[config.mk]
export PLATFORM = sky130hd
export DESIGN_NAME = rc4_decrypt_loop
export DESIGN_NICKNAME = d
export VERILOG_FILES = /design/src/rtl/rc4_decrypt_loop.sv
export SDC_FILE = /design/constraint.sdc
export NUM_CORES = 1
export LEC_CHECK = 0
export CORE_MARGIN = 3
export CORE_UTILIZATION = 45
export CTS_BUF_LIST = sky130_fd_sc_hd__clkbuf_8
export CTS_CLUSTER_DIAMETER = 150
export DETAILED_ROUTE_END_ITERATION = 7
export PLACE_DENSITY = 0.75
export SYNTH_ARGS = -nofsm -noshare
export SYNTH_HDL_FRONTEND = slang
export SYNTH_SLANG_ARGS = --single-unit
export TNS_END_PERCENT = 100
[constraint.sdc]
create_clock -name clok -period 3.8 [get_ports clok]
set_input_delay 0.76 -clock clok [delete_from_list [all_inputs] [get_ports clok]]
set_output_delay 0.76 -clock clok [all_outputs]
set_load 0.1 [all_outputs]
[src/rtl/rc4_decrypt_loop.sv]
// rtl/rc4_decrypt_loop.sv - RC4 PRGA keystream XOR decrypt stage with checker handshake
module rc4_decrypt_loop #(
    parameter int MSG_LEN = 32
) (
    input  logic       clok,
    input  logic       resetm,
    input  logic       start,
    input  logic       start_over,
    input  logic       compared_char,
    output logic [7:0] s_addr,
    output logic [7:0] s_wrdata,
    output logic       s_wren,
    input  logic [7:0] s_rddata,
    output logic [4:0] rom_addr,
    input  logic [7:0] rom_rddata,
    output logic [4:0] dec_addr,
    output logic [7:0] dec_wrdata,
    output logic       dec_wren,
    output logic [7:0] char_out,
    output logic       new_char,
    output logic [5:0] k,
    output logic       done
);

    localparam logic [5:0] LAST_K = 6'(MSG_LEN - 1);

    typedef enum logic [3:0] {
        ST_IDLE, ST_SET_I, ST_WAIT_SI, ST_GET_SI, ST_WAIT_SJ, ST_GET_SJ, ST_WR_SJ,
        ST_SET_F, ST_WAIT_F, ST_GET_F, ST_WAIT_ACK, ST_NEXT, ST_DONE
    } state_t;

    state_t     state_q, state_d;
    logic [7:0] i_q, i_d, j_q, j_d, si_q, si_d, sj_q, sj_d;
    logic [5:0] k_q, k_d;
    logic [7:0] s_addr_q, s_addr_d, s_wrdata_q, s_wrdata_d;
    logic       s_wren_q, s_wren_d;
    logic [4:0] rom_addr_q, rom_addr_d, dec_addr_q, dec_addr_d;
    logic [7:0] dec_wrdata_q, dec_wrdata_d, char_out_q, char_out_d;
    logic       dec_wren_q, dec_wren_d, new_char_q, new_char_d, done_q, done_d;
    logic [7:0] j_sum, f_addr, i_inc, plain;

    // 8-bit wrapping arithmetic shared by the datapath
    assign j_sum  = j_q + s_rddata;
    assign f_addr = si_q + sj_q;
    assign i_inc  = i_q + 8'd1;
    assign plain  = s_rddata ^ rom_rddata;

    // State register
    always_ff @(posedge clok or posedge resetm) begin
        if (resetm) state_q <= ST_IDLE;
        else        state_q <= state_d;
    end

    // Next-state logic; start_over overrides every transition
    always_comb begin
        state_d = state_q;
        case (state_q)
            ST_IDLE:     if (start) state_d = ST_SET_I;
            ST_SET_I:    state_d = ST_WAIT_SI;
            ST_WAIT_SI:  state_d = ST_GET_SI;
            ST_GET_SI:   state_d = ST_WAIT_SJ;
            ST_WAIT_SJ:  state_d = ST_GET_SJ;
            ST_GET_SJ:   state_d = ST_WR_SJ;
            ST_WR_SJ:    state_d = ST_SET_F;
            ST_SET_F:    state_d = ST_WAIT_F;
            ST_WAIT_F:   state_d = ST_GET_F;
            ST_GET_F:    state_d = ST_WAIT_ACK;
            ST_WAIT_ACK: if (compared_char) state_d = ST_NEXT;
            ST_NEXT:     state_d = (k_q == LAST_K) ? ST_DONE : ST_SET_I;
            ST_DONE:     state_d = ST_DONE;
            default:     state_d = ST_IDLE;
        endcase
        if (start_over) state_d = ST_IDLE;
    end

    // Per-state datapath and output updates; everything holds unless a state changes it
    always_comb begin
        i_d          = i_q;
        j_d          = j_q;
        si_d         = si_q;
        sj_d         = sj_q;
        k_d          = k_q;
        s_addr_d     = s_addr_q;
        s_wrdata_d   = s_wrdata_q;
        s_wren_d     = s_wren_q;
        rom_addr_d   = rom_addr_q;
        dec_addr_d   = dec_addr_q;
        dec_wrdata_d = dec_wrdata_q;
        dec_wren_d   = dec_wren_q;
        char_out_d   = char_out_q;
        new_char_d   = new_char_q;
        done_d       = done_q;
        case (state_q)
            ST_IDLE: begin
                i_d    = 8'd0;
                j_d    = 8'd0;
                k_d    = 6'd0;
                done_d = 1'b0;
            end
            ST_SET_I: begin
                i_d      = i_inc;
                s_addr_d = i_inc;
                s_wren_d = 1'b0;
            end
            ST_GET_SI: begin
                si_d     = s_rddata;
                j_d      = j_sum;
                s_addr_d = j_sum;
            end
            ST_GET_SJ: begin
                sj_d       = s_rddata;
                s_addr_d   = i_q;
                s_wrdata_d = s_rddata;
                s_wren_d   = 1'b1;
            end
            ST_WR_SJ: begin
                s_addr_d   = j_q;
                s_wrdata_d = si_q;
                s_wren_d   = 1'b1;
            end
            ST_SET_F: begin
                s_wren_d   = 1'b0;
                s_addr_d   = f_addr;
                rom_addr_d = k_q[4:0];
            end
            ST_GET_F: begin
                char_out_d   = plain;
                dec_wrdata_d = plain;
                dec_addr_d   = k_q[4:0];
                dec_wren_d   = 1'b1;
                new_char_d   = 1'b1;
            end
            ST_WAIT_ACK: begin
                dec_wren_d = 1'b0;
                new_char_d = 1'b0;
            end
            ST_NEXT: begin
                k_d = k_q + 6'd1;
                if (k_q == LAST_K) done_d = 1'b1;
            end
            default: ;
        endcase
        if (start_over) begin
            i_d        = 8'd0;
            j_d        = 8'd0;
            k_d        = 6'd0;
            s_wren_d   = 1'b0;
            dec_wren_d = 1'b0;
            new_char_d = 1'b0;
            done_d     = 1'b0;
        end
    end

    // Datapath and output registers
    always_ff @(posedge clok or posedge resetm) begin
        if (resetm) begin
            i_q          <= 8'd0;
            j_q          <= 8'd0;
            si_q         <= 8'd0;
            sj_q         <= 8'd0;
            k_q          <= 6'd0;
            s_addr_q     <= 8'd0;
            s_wrdata_q   <= 8'd0;
            s_wren_q     <= 1'b0;
            rom_addr_q   <= 5'd0;
            dec_addr_q   <= 5'd0;
            dec_wrdata_q <= 8'd0;
            dec_wren_q   <= 1'b0;
            char_out_q   <= 8'd0;
            new_char_q   <= 1'b0;
            done_q       <= 1'b0;
        end else begin
            i_q          <= i_d;
            j_q          <= j_d;
            si_q         <= si_d;
            sj_q         <= sj_d;
            k_q          <= k_d;
            s_addr_q     <= s_addr_d;
            s_wrdata_q   <= s_wrdata_d;
            s_wren_q     <= s_wren_d;
            rom_addr_q   <= rom_addr_d;
            dec_addr_q   <= dec_addr_d;
            dec_wrdata_q <= dec_wrdata_d;
            dec_wren_q   <= dec_wren_d;
            char_out_q   <= char_out_d;
            new_char_q   <= new_char_d;
            done_q       <= done_d;
        end
    end

    assign s_addr     = s_addr_q;
    assign s_wrdata   = s_wrdata_q;
    assign s_wren     = s_wren_q;
    assign rom_addr   = rom_addr_q;
    assign dec_addr   = dec_addr_q;
    assign dec_wrdata = dec_wrdata_q;
    assign dec_wren   = dec_wren_q;
    assign char_out   = char_out_q;
    assign new_char   = new_char_q;
    assign k          = k_q;
    assign done       = done_q;

endmodule
==> results of run 1 <==
## path summary, 6_finish.rpt
| check | from | end | slack [ps] | cells after the start |
|---|---|---|---|---|
| worst max register to register | state_q[0] | s_addr[1] | 1380 | 4 |
| min in group asynchronous | resetm | char_out[3] | 800 | 3 |
| max in group asynchronous | resetm | s_addr[2] | 2660 | 3 |
| worst max-delay path | k[4] | k[4] | 1010 | 1 |
| worst min register to register | sj_q[2] | sj_q[2] | 490 | 2 |
| worst min-delay path | sj_q[2] | sj_q[2] | 490 | 2 |
## flip-flops by register name, indices dropped and copies added (netlist names)
| register | flops |
|---|---|
| s_wrdata | 8 |
| sj_q | 8 |
| s_wren | 1 |
| done | 1 |
| j_q | 8 |
| char_out | 8 |
| state_q | 4 |
| si_q | 8 |
| s_addr | 8 |
| new_char | 1 |
| i_q | 8 |
| k | 6 |
| dec_addr | 5 |
| rom_addr | 5 |
## layer usage
metal | global-route usage | wire [um]
met1 | 0.282 | 5020
met2 | 0.334 | 5290
met3 | 0.0410 | 578
met4 | 0.0598 | 116
met5 | 0 | 0
## power breakdown
part           internal [W]  switching (W)  leakage (nW)
clock network      0.000325       0.000330         0.103
logic              0.000450        0.00103          1.26
registers           0.00100       0.000143         0.994
total               0.00178        0.00151          2.35
## per-stage QoR
stage | cell area (um2) | power (W) | instances
2_1_floorplan | 4350 | 0.00226 | 458
3_5_place_dp | 5140 | 0.00263 | 637
6_report | 5350 | 0.00328 | 653
5_1_grt | 5350 | 0.00346 | 653
3_3_place_gp | 5140 | 0.00259 | 637
4_1_cts | 5350 | 0.00329 | 653
## Yosys cell counts (all sizes together), types with 3 or more instances
master / number
nand3: 13
and2: 3
o22ai: 4
a222oi: 8
clkbuf: 3
a22o: 10
o21ai: 38
nor2: 36
nor2b: 5
nand2b: 5
nor3: 6
nand3b: 3
o31ai: 4
dfrtp: 79
and3: 4
a22oi: 7
ha: 16
inv: 18
a211oi: 4
buf: 23
o211ai: 4
a21o: 5
mux2: 10
xnor2: 20
xor2: 7
a21oi: 24
nand2: 74
## kinds of logic (layout without fill, tap and decap cells)
kind of cell / count (synthesis) / after routing
compound gates: 121 / 121
flops: 79 / 79
simple gates: 159 / 159
buf+inv: 44 / 110
xor+xnor: 27 / 27
fa+ha+maj: 18 / 18
mux: 10 / 10
## area by class of cell
class | instances | area (um2) | share of cell area
Clock buffer | 10 | 138 | 0.0257
Clock inverter | 6 | 68.8 | 0.0129
Inverter | 18 | 67.6 | 0.0126
Multi-Input combinational cell | 335 | 2170 | 0.406
Sequential cell | 79 | 1980 | 0.370
Tap cell | 129 | 161 | 0.0302
Timing Repair Buffer | 76 | 763 | 0.143
==> reports/summary.md, run 1 <==
The run finished with clean final reports. The H-tree generated during clock tree synthesis spans 3 levels. The number of buffers and inverters on the critical path was 1. The routed layout has 3647 vias.

Counting along the longest clock path gives a buffer depth of 2. Counting the fill cells in the layout gives 824. The tools report the number of DRC violations after detailed-routing iteration 0 as 209. The number of synthesized flops with an enable pin is 0, and the routability-driven placement congestion ratio is 0.908. The CTS buffer count is 9. Measured along the y axis, the die boundary spans 104 um. The final routed DRC violation total was 0; the fraction of registers with async set or reset after synthesis was 1.00.

Area share of and/or/nand/nor cells after synthesis: 0.170. The type of the worst setup path is reg2out. The number of post-CTS setup repair buffers is 0, and the clock sink total is 79. The run gives 497 as the net count after synthesis.

The sort of element at the start of the critical path is a flop. The post-cts resize count was 0. The adder and majority gate portion of the synthesized area works out to 0.0552.

At the worst endpoint, the arrival time is 2030 ps. The family with the most delay on the worst path is buffers and inverters. 0 antenna diodes ended up in the layout. The number of different library cells in the post-synthesis netlist is 55, and the chip width is 104 um. For this design the top-level I/O count stands at 73.

The register area share after synthesis is 0.454, and the port buffer count is 72. In the synthesized netlist the dominant register cell turns out to be sky130_fd_sc_hd__dfrtp_1. The mux contribution to synthesized area works out to 0.0259.

Setup repair after global routing left no endpoint under its margin. Walking the worst path, the cells encountered are clkdlybuf4s50_1. The dominant combinational cell family by area after synthesis is compound AO/OA/AOI/OAI gates. VDD sags by at most 0.465 mV. The xor and xnor fraction of the mapped netlist area is 0.0543, and the cell count after synthesis is 458. The final core utilization was 0.573; the highest cell delay on the worst timing path was 1190 ps.

For the maximum clock frequency, the log shows 0.358 GHz. The initial standard-cell utilization of the core was 0.467; the placement row count was 35. The tools report the total global routing overflow as 0. The final hold violation count was 0.

Clock tree synthesis selected as its root buffer the cell sky130_fd_sc_hd__clkbuf_8. The shortest clock period the worst path allows after layout is 2790 ps, and the final routed wirelength across all metal layers is 11.0 mm. The tools report the post-layout net count as 558. Entering global routing, the biggest net connects 80 pins. Using the TritonRoute via totals, the vias-per-cell ratio works out to 5.58. Tightest slew margin relative to the limit: 0.332. The wire-length estimate of the detail-placed layout is 7.96 mm. After clock tree synthesis, the clock-pin slew on the worst setup and hold paths is 90 ps. In the layout the commonest cells are 79 x sky130_fd_sc_hd__dfrtp_1, 74 x sky130_fd_sc_hd__nand2_1, 72 x sky130_fd_sc_hd__clkdlybuf4s50_1. The clock arrives with 8.11 ps of skew.

The tools report the post-route worst hold slack as 486 ps. On the critical path, the stage with the largest delay is an instance of sky130_fd_sc_hd__clkdlybuf4s50_1. The proportion of layout cells with a drive suffix above 1 is 0.0878. Before CTS, the worst setup slack after placement is 717 ps.

The logs give 9330 um2 for the placeable core area and 360 ps for the clock latency reported for the late side of the worst-skew pair. Detailed-route wire length per cell: 16.8 um. The cell area that synthesis handed to floorplanning was 4350 um2. The post-synthesis compound-gate area fraction was 0.192. The period utilization is 0.735.

TritonCTS built the clock tree. In this run the static leakage power is 2.35 nW. The first global-routing pass estimated 18.4 mm of wire. From synthesis to final layout, the design area changed by 22.8%.

The cell type with the largest total area after synthesis was sky130_fd_sc_hd__dfrtp_1. STA classifies the critical path endpoint as a primary output. For this run, the number of Yosys warnings is 0. Before antenna repair, the detailed router went through 5 iterations.

Class of the most critical hold timing path: reg2reg. The average size of a mapped cell was 9.51 um2; the cts-stage hold buffer count was 0. The number of antenna violations at the first check in global routing is 0, and the measured slew at the worst slew-check pin is 999 ps. Counting flops and latches in the post-synthesis netlist gives 79. The count of max-cap constraint violations was 0; the power density normalized to cell area was 613 nW/um2. The logs give 0.206 for the aggregate global-route resource usage and 1010 ps for the post-layout worst setup margin. The number of global-route vias before repair was 3594; the number of failing setup endpoints in the final timing report was 0. The most common library cell in the layout ignoring fill and taps was sky130_fd_sc_hd__dfrtp_1.

The count of nets left with antenna violations once routing finished came out at 0. The max-slew violation count is 0, and the largest fanout on the critical path is 7. The share of the synthesized area in the top cell type was 0.454. After synthesis, the cell types taking the most area are sky130_fd_sc_hd__dfrtp_1 45%, sky130_fd_sc_hd__nand2_1 6.4%, sky130_fd_sc_hd__ha_1 4.6%. After routing, the total negative slack on setup checks comes to 0 ps.

The critical path required time came out at 3040 ps. The die covers 10900 um2.
(Power assumes the default switching activity.)
==> run 2, diff against run 1 <==
Clock period 3.8 ns to 2.8 ns, I/O delays scaled along.
==> reports/summary.md, run 2 (synthesized netlist as in run 1, its figures left out) <==
Number of routed nets with antenna violations: 0. The post-layout net count came out at 570. In the routed layout, each cell is associated on average with a via count of 5.50. At the worst endpoint, the required time is 3030 ps.

The clock sink total was 79. Summed over all failing endpoints, the final setup total negative slack is 0 ps. The logs give 0.486 for the tightest slew margin relative to the limit and 2 for the buffer levels on the longest clock path.

The run finished with clean final reports. The worst setup path is launched from an input port. Post-cts resize count: 0. The final layout contains routed wiring with a total length of 11.0 mm.

Setup repair after global routing left no endpoint under its margin. Setup violations remaining at the end of the flow were counted as 0. The routed layout has 3655 vias. At the end of routability-driven placement, the weighted congestion stood at 0.943.

Fill cells in the final layout number 799. The shortest clock period the worst path allows after layout was 2470 ps. The maximum number of pins on one net before global-route repair was 80. The chip width was 104 um; the leakage power of the design was 2.48 nW. The level count of the clock H-tree was 3.

Along the worst path, the maximum fanout reaches 3. For the clock latency reported for the late side of the worst-skew pair, the log shows 350 ps. The boundary pin count was 73.

The startpoint identified for the worst hold timing path is sj_q[5]. For hold timing, the worst endpoint is sj_q[5]. The tools report the post-route worst hold slack as 481 ps. The master of the slowest instance on the critical path was sky130_fd_sc_hd__clkdlybuf4s50_1. For the placement row count, the log shows 35. STA puts the critical path data arrival time at 2700 ps. The tools report the endpoint of the lowest-slack register-to-register path as j_q[7].

Setup slack on the worst reg-to-reg path comes out at 540 ps. The number of buffers and inverters on the critical path was 1. Leaving out fill and tap cells, the most frequent cell in the layout is sky130_fd_sc_hd__dfrtp_1. Proportion of layout cells with a drive suffix above 1: 0.201. The height of the chip was 104 um.

The port buffer count was 72; the initial standard-cell utilization of the core was 0.467. STA classifies the critical path endpoint as a flop. The number of global-route vias before repair came out at 3672. The kind of cell with the highest combined delay along the critical path is compound AO/OA/AOI/OAI gates.

The logs give 0 for the number of diodes and 18.6 mm for the global-route wire length before repair. The logs give 9330 um2 for the placeable core area and 0 for the final hold violation count. The total iterations of the first detailed-routing run is 5, and the period utilization is 0.883. Based on the critical path, the design can be clocked at up to 0.404 GHz. The measured slew at the worst slew-check pin was 771 ps. In the layout the commonest cells are 79 x sky130_fd_sc_hd__dfrtp_1, 74 x sky130_fd_sc_hd__nand2_1, 67 x sky130_fd_sc_hd__buf_4. The detailed router finished its first iteration with 267 violations. The critical path is of the in2reg type. The detailed-route wire length per cell is 16.5 um, and the aggregate global-route resource usage is 0.209. The area growth from synthesis to layout is 22.2%.

Max-cap violations in this run came to 0. Post-CTS timing repair inserted 0 buffers for setup. The max-slew violation count came out at 0. The tightest min-delay check is of the reg2reg type. Clock tree synthesis inserted a total of 9 buffers. Origin of the critical flop-to-flop path: state_q[1]. Power spread over the standard cell area amounts to 846 nW/um2.

The worst voltage drop across the vdd grid was 0.744 mV. For the die outline area, the log shows 10900 um2. Walking the worst path, the cells encountered are clkdlybuf4s50_1, ha_1, fa_1, a211oi_1, o21bai_1, a21oi_1, xnor2_1, a211oi_1, o21ai_0. After clock tree synthesis, the clock-pin slew on the worst setup and hold paths is 80 ps.

For this run, the slowest stage of the critical path takes 460 ps. Detailed placement ended at an HPWL of 8.04 mm. The tools report the number of antenna violations at the first check in global routing as 0. Clock skew on the completed layout was measured at 10.9 ps.

Total global routing overflow: 0. After detailed routing, the number of remaining DRC violations is 0. The clock root buffer master was sky130_fd_sc_hd__clkbuf_8. TritonCTS built the clock tree. The critical path's most frequent cell is sky130_fd_sc_hd__a211oi_1. Number of cell instances on the worst register-to-register path: 5. Counting instances, the worst hold path has a depth of 2. The cts-stage hold buffer count is 0.
## run 2: cell types whose count changed in the layout (fill, tap and decap cells not counted)
cell,before,now
sky130_fd_sc_hd__buf_4,3,67
sky130_fd_sc_hd__clkdlybuf4s50_1,72,20
sky130_fd_sc_hd__bufinv_16,1,2
sky130_fd_sc_hd__clkinv_4,2,1
sky130_fd_sc_hd__inv_1,17,18
sky130_fd_sc_hd__inv_6,1,0
sky130_fd_sc_hd__nor3b_1,1,2
sky130_fd_sc_hd__nor3b_2,1,0
## run 2: worst max path at each step
stage,cells after the start,endpoint,start
after global placement,9,s_addr[6],s_rddata[0]
after CTS,9,s_addr[6],s_rddata[0]
final,9,s_addr[6],s_rddata[0]
after detailed placement,9,s_addr[6],s_rddata[0]
after floorplan,1,char_out[0],resetm
after global routing,9,s_addr[6],s_rddata[0]
## run 2: power breakdown
| group | internal [W] | switching [W] | leakage (nW) |
|---|---|---|---|
| clock | 0.000523 | 0.000431 | 0.114 |
| sequential | 0.00136 | 0.000201 | 0.994 |
| combinational | 0.000587 | 0.00140 | 1.37 |
## run 2: layout make-up
| class | instances | area (um2) | area share |
|---|---|---|---|
| clock buffers | 10 | 138 | 0.0259 |
| clock inverters | 6 | 85.1 | 0.0160 |
| inverters | 18 | 67.6 | 0.0127 |
| multi-input cells | 335 | 2170 | 0.408 |
| flip-flops and latches | 79 | 1980 | 0.372 |
| well taps | 129 | 161 | 0.0303 |
| repair buffers | 88 | 723 | 0.136 |
## run 2: stage by stage
stage                      util  power (W)  std cells  setup slack (ps)  cell area (um2)
final                     0.570    0.00450        665               328             5320
after global routing      0.570    0.00473        665               262             5320
after CTS                 0.570    0.00451        665               376             5320
after detailed placement  0.546    0.00355        649              20.4             5100
after global placement    0.546    0.00351        649              55.0             5100
after floorplan               -    0.00307        458               217             4350
## run 2: metal layers
layer / vias to the layer above / track usage / wire, um
met3: 9 / 0.0385 / 686
li1: 1753 / - / -
met4: 0 / 0.0636 / 131
met2: 142 / 0.345 / 5310
met5: - / 0 / 0
met1: 1751 / 0.279 / 4870
## run 2: tightest hold or removal path, delay by kind of cell, from the launching register on
family           cells  cell delay [ps]
AND/OR/NAND/NOR      2              100
flip-flops           1              350
==> run 3, diff against run 2 <==
Settings changed: ABC_AREA set to 0.
Clock period 2.8 ns to 2.5 ns, I/O delays scaled along.
==> reports/summary.md, run 3 (synthesized netlist as in run 1, its figures left out) <==
Post-CTS timing repair inserted 0 buffers for setup. Leaving out fill and tap cells, the most frequent cells in the layout are 79 x sky130_fd_sc_hd__dfrtp_1, 79 x sky130_fd_sc_hd__buf_4, 74 x sky130_fd_sc_hd__nand2_1. The area growth from synthesis to layout is 24.5%. For the worst flop-to-flop path, the logic depth is 8. The maximum clock frequency is 0.425 GHz, and the detailed-route wire length per cell is 16.6 um.

The routability-driven placement congestion ratio was 0.904; the number of DRC violations after detailed-routing iteration 0 was 214. In this run the count of I/O pins placed on the die edge is 73. The run gives 7 as the total iterations of the first detailed-routing run.

The H-tree was split into 3 levels. Class of the most critical hold timing path: reg2reg. The run gives 0 as the max-slew violation count. Setup repair after global routing left no endpoint under its margin. The sort of element at the start of the critical path was an input port. The run gives 0 as the total global routing overflow.

The cts-stage hold buffer count was 0; the clock sink total was 79. The tools report the total placed cells including tap cells as 661. TritonCTS built the clock tree. The aggregate global-route resource usage is 0.213, and the largest fanout on the critical path is 3. The number of diodes was 0.

Relative contribution of the clock network to total power: 0.216. The power density normalized to cell area was 940 nW/um2. Period utilization: 0.940. The critical path in this run is classified as in2reg. The number of vias after detailed routing was 3802; the die outline area was 10900 um2.

The measured slew at the worst slew-check pin was 594 ps; the leakage power of the design was 2.54 nW. Family with the most delay on the worst path: compound AO/OA/AOI/OAI gates. In this run the critical register-to-register path is captured at s_addr[4].

At the worst endpoint, the required time is 2740 ps. The highest cell delay on the worst timing path is 460 ps. After layout, the design draws a total of 0.00510 W.

Cell internal power was estimated by the tool at 0.00281 W. The origin of the critical flop-to-flop path is si_q[0]. The worst hold path begins at sj_q[3].

The final routed DRC violation total is 0. The run finished with clean final reports. Critical path's most frequent cell: sky130_fd_sc_hd__a211oi_1.

The number of vias per cell is 5.62, and the summed negative setup slack over all endpoints is 0 ps. TritonCTS created 9 clock buffers. The chip width is 104 um, and the number of global-route vias before repair is 3702. For the power share of the sequential group, the log shows 0.341. The initial standard-cell utilization of the core is 0.467.

The proportion of total power due to net switching was 0.449; the placement row count was 35. The pre-CTS worst setup slack is -195 ps. The path with the worst hold slack has its endpoint at sj_q[3]. For the global-route wire length before repair, the log shows 18.9 mm.

Buffers placed on the I/O ports in this run total 72. The number of buffers and inverters on the critical path was 1; the post-layout net count was 582. The logs give 320 ps for the reg-to-reg setup timing slack and 9330 um2 for the placeable core area. The clock reaches the later pin of the worst-skew pair after 360 ps. STA classifies the critical path endpoint as a flop. Setup violations remaining at the end of the flow were counted as 0. The count of cells along the worst hold path is 2. For the worst setup path, the data arrival time is 2590 ps. Traced cell by cell, the critical path runs through clkdlybuf4s50_1, ha_1, fa_1, a211oi_1, o21bai_1, a21oi_1, xnor2_1, a211oi_1, o21ai_0. For this run, the number of standard cells in the final layout without fillers is 677. The net load switching power was 0.00229 W; the final hold violation count was 0.

On the critical path, the stage with the largest delay is an instance of sky130_fd_sc_hd__clkdlybuf4s50_1. Post-layout worst setup margin: 150 ps. The run gives 0.604 as the tightest slew margin relative to the limit. The routed design has 11.2 mm of wire. The shortest clock period the worst path allows after layout is 2350 ps, and the clock-pin slew on the worst setup and hold paths is 80 ps. The number of routed nets with antenna violations came out at 0. Clock skew on the completed layout was measured at 7.66 ps.

The post-cts resize count is 0. In this run the deepest clock path goes through 2 buffers. For the maximum number of pins on one net before global-route repair, the log shows 42. The worst voltage drop across the vdd grid was 0.767 mV.

The tools report the clock root buffer master as sky130_fd_sc_hd__clkbuf_8. The combinational share of power was 0.443. The final core utilization came out at 0.581.

Across the run, the number of max-cap violations was 0. The run gives 0 as the number of antenna violations at the first check in global routing. Summed over all nets, the half-perimeter wirelength after detailed placement is 8.47 mm. The proportion of layout cells with a drive suffix above 1 was 0.221. Height of the chip: 104 um.
==> run 3: cell types whose count changed in the layout (fill, tap and decap cells not counted) <==
cell	change
sky130_fd_sc_hd__inv_2	-1
sky130_fd_sc_hd__clkinv_4	-1
sky130_fd_sc_hd__clkinvlp_4	+2
sky130_fd_sc_hd__buf_4	+12
sky130_fd_sc_hd__inv_1	-1
sky130_fd_sc_hd__clkbuf_8	+1
==> run 3: power groups by stage <==
stage               registers [W]  clock network [W]  logic (W)
finish                    0.00174            0.00110    0.00226
global route              0.00177            0.00117    0.00244
CTS                       0.00173            0.00112    0.00226
detailed placement        0.00176                  0    0.00225
global placement          0.00175                  0    0.00219
floorplan                 0.00248                  0   0.000955
==> run 3: layout make-up <==
cell class	instances	area (um2)
clock buffer	11	151
multi-input combinational	335	2170
sequential	79	1980
inverter	18	71.3
clock inverter	5	80.1
timing repair buffer	100	813
fill	798	3910
tap	129	161
==> run 3: metrics by stage <==
step / hold slack, ps / area [um2]
CTS: 487 / 5420
floorplan: 450 / 4360
global placement: 463 / 5190
global route: 524 / 5420
finish: 481 / 5420
detailed placement: 468 / 5190
==> run 3: routing by layer <==
metal	up-vias	wire (um)	global-route usage
li1	1785	-	-
met1	1863	5030	0.287
met2	143	5360	0.345
met3	11	725	0.0515
met4	0	130	0.0551
met5	-	0	0
==> run 3: worst reg2reg max path, cell delays in order (launching register included) <==
cell and delay [ps]:
sky130_fd_sc_hd__dfrtp_1 410, sky130_fd_sc_hd__ha_1 250, sky130_fd_sc_hd__fa_1 400, sky130_fd_sc_hd__a21oi_1 230
sky130_fd_sc_hd__o21bai_1 110, sky130_fd_sc_hd__xor2_1 150, sky130_fd_sc_hd__a22oi_1 230, sky130_fd_sc_hd__nand3_1 100
sky130_fd_sc_hd__a22o_1 190
==> run 3: worst max-delay path by stage <==
| stage | depth (start not counted) | start | to | slack, ps |
|---|---|---|---|---|
| 2_1_floorplan | 7 | k[0] | state_q[3] | 300 |
| 3_3_place_gp | 9 | s_rddata[0] | s_addr[6] | -180 |
| 3_5_place_dp | 9 | s_rddata[0] | s_addr[6] | -190 |
| 4_1_cts | 9 | s_rddata[0] | s_addr[6] | 170 |
| 5_1_grt | 9 | s_rddata[0] | s_addr[6] | 9 |
| 6_report | 9 | s_rddata[0] | s_addr[6] | 150 |
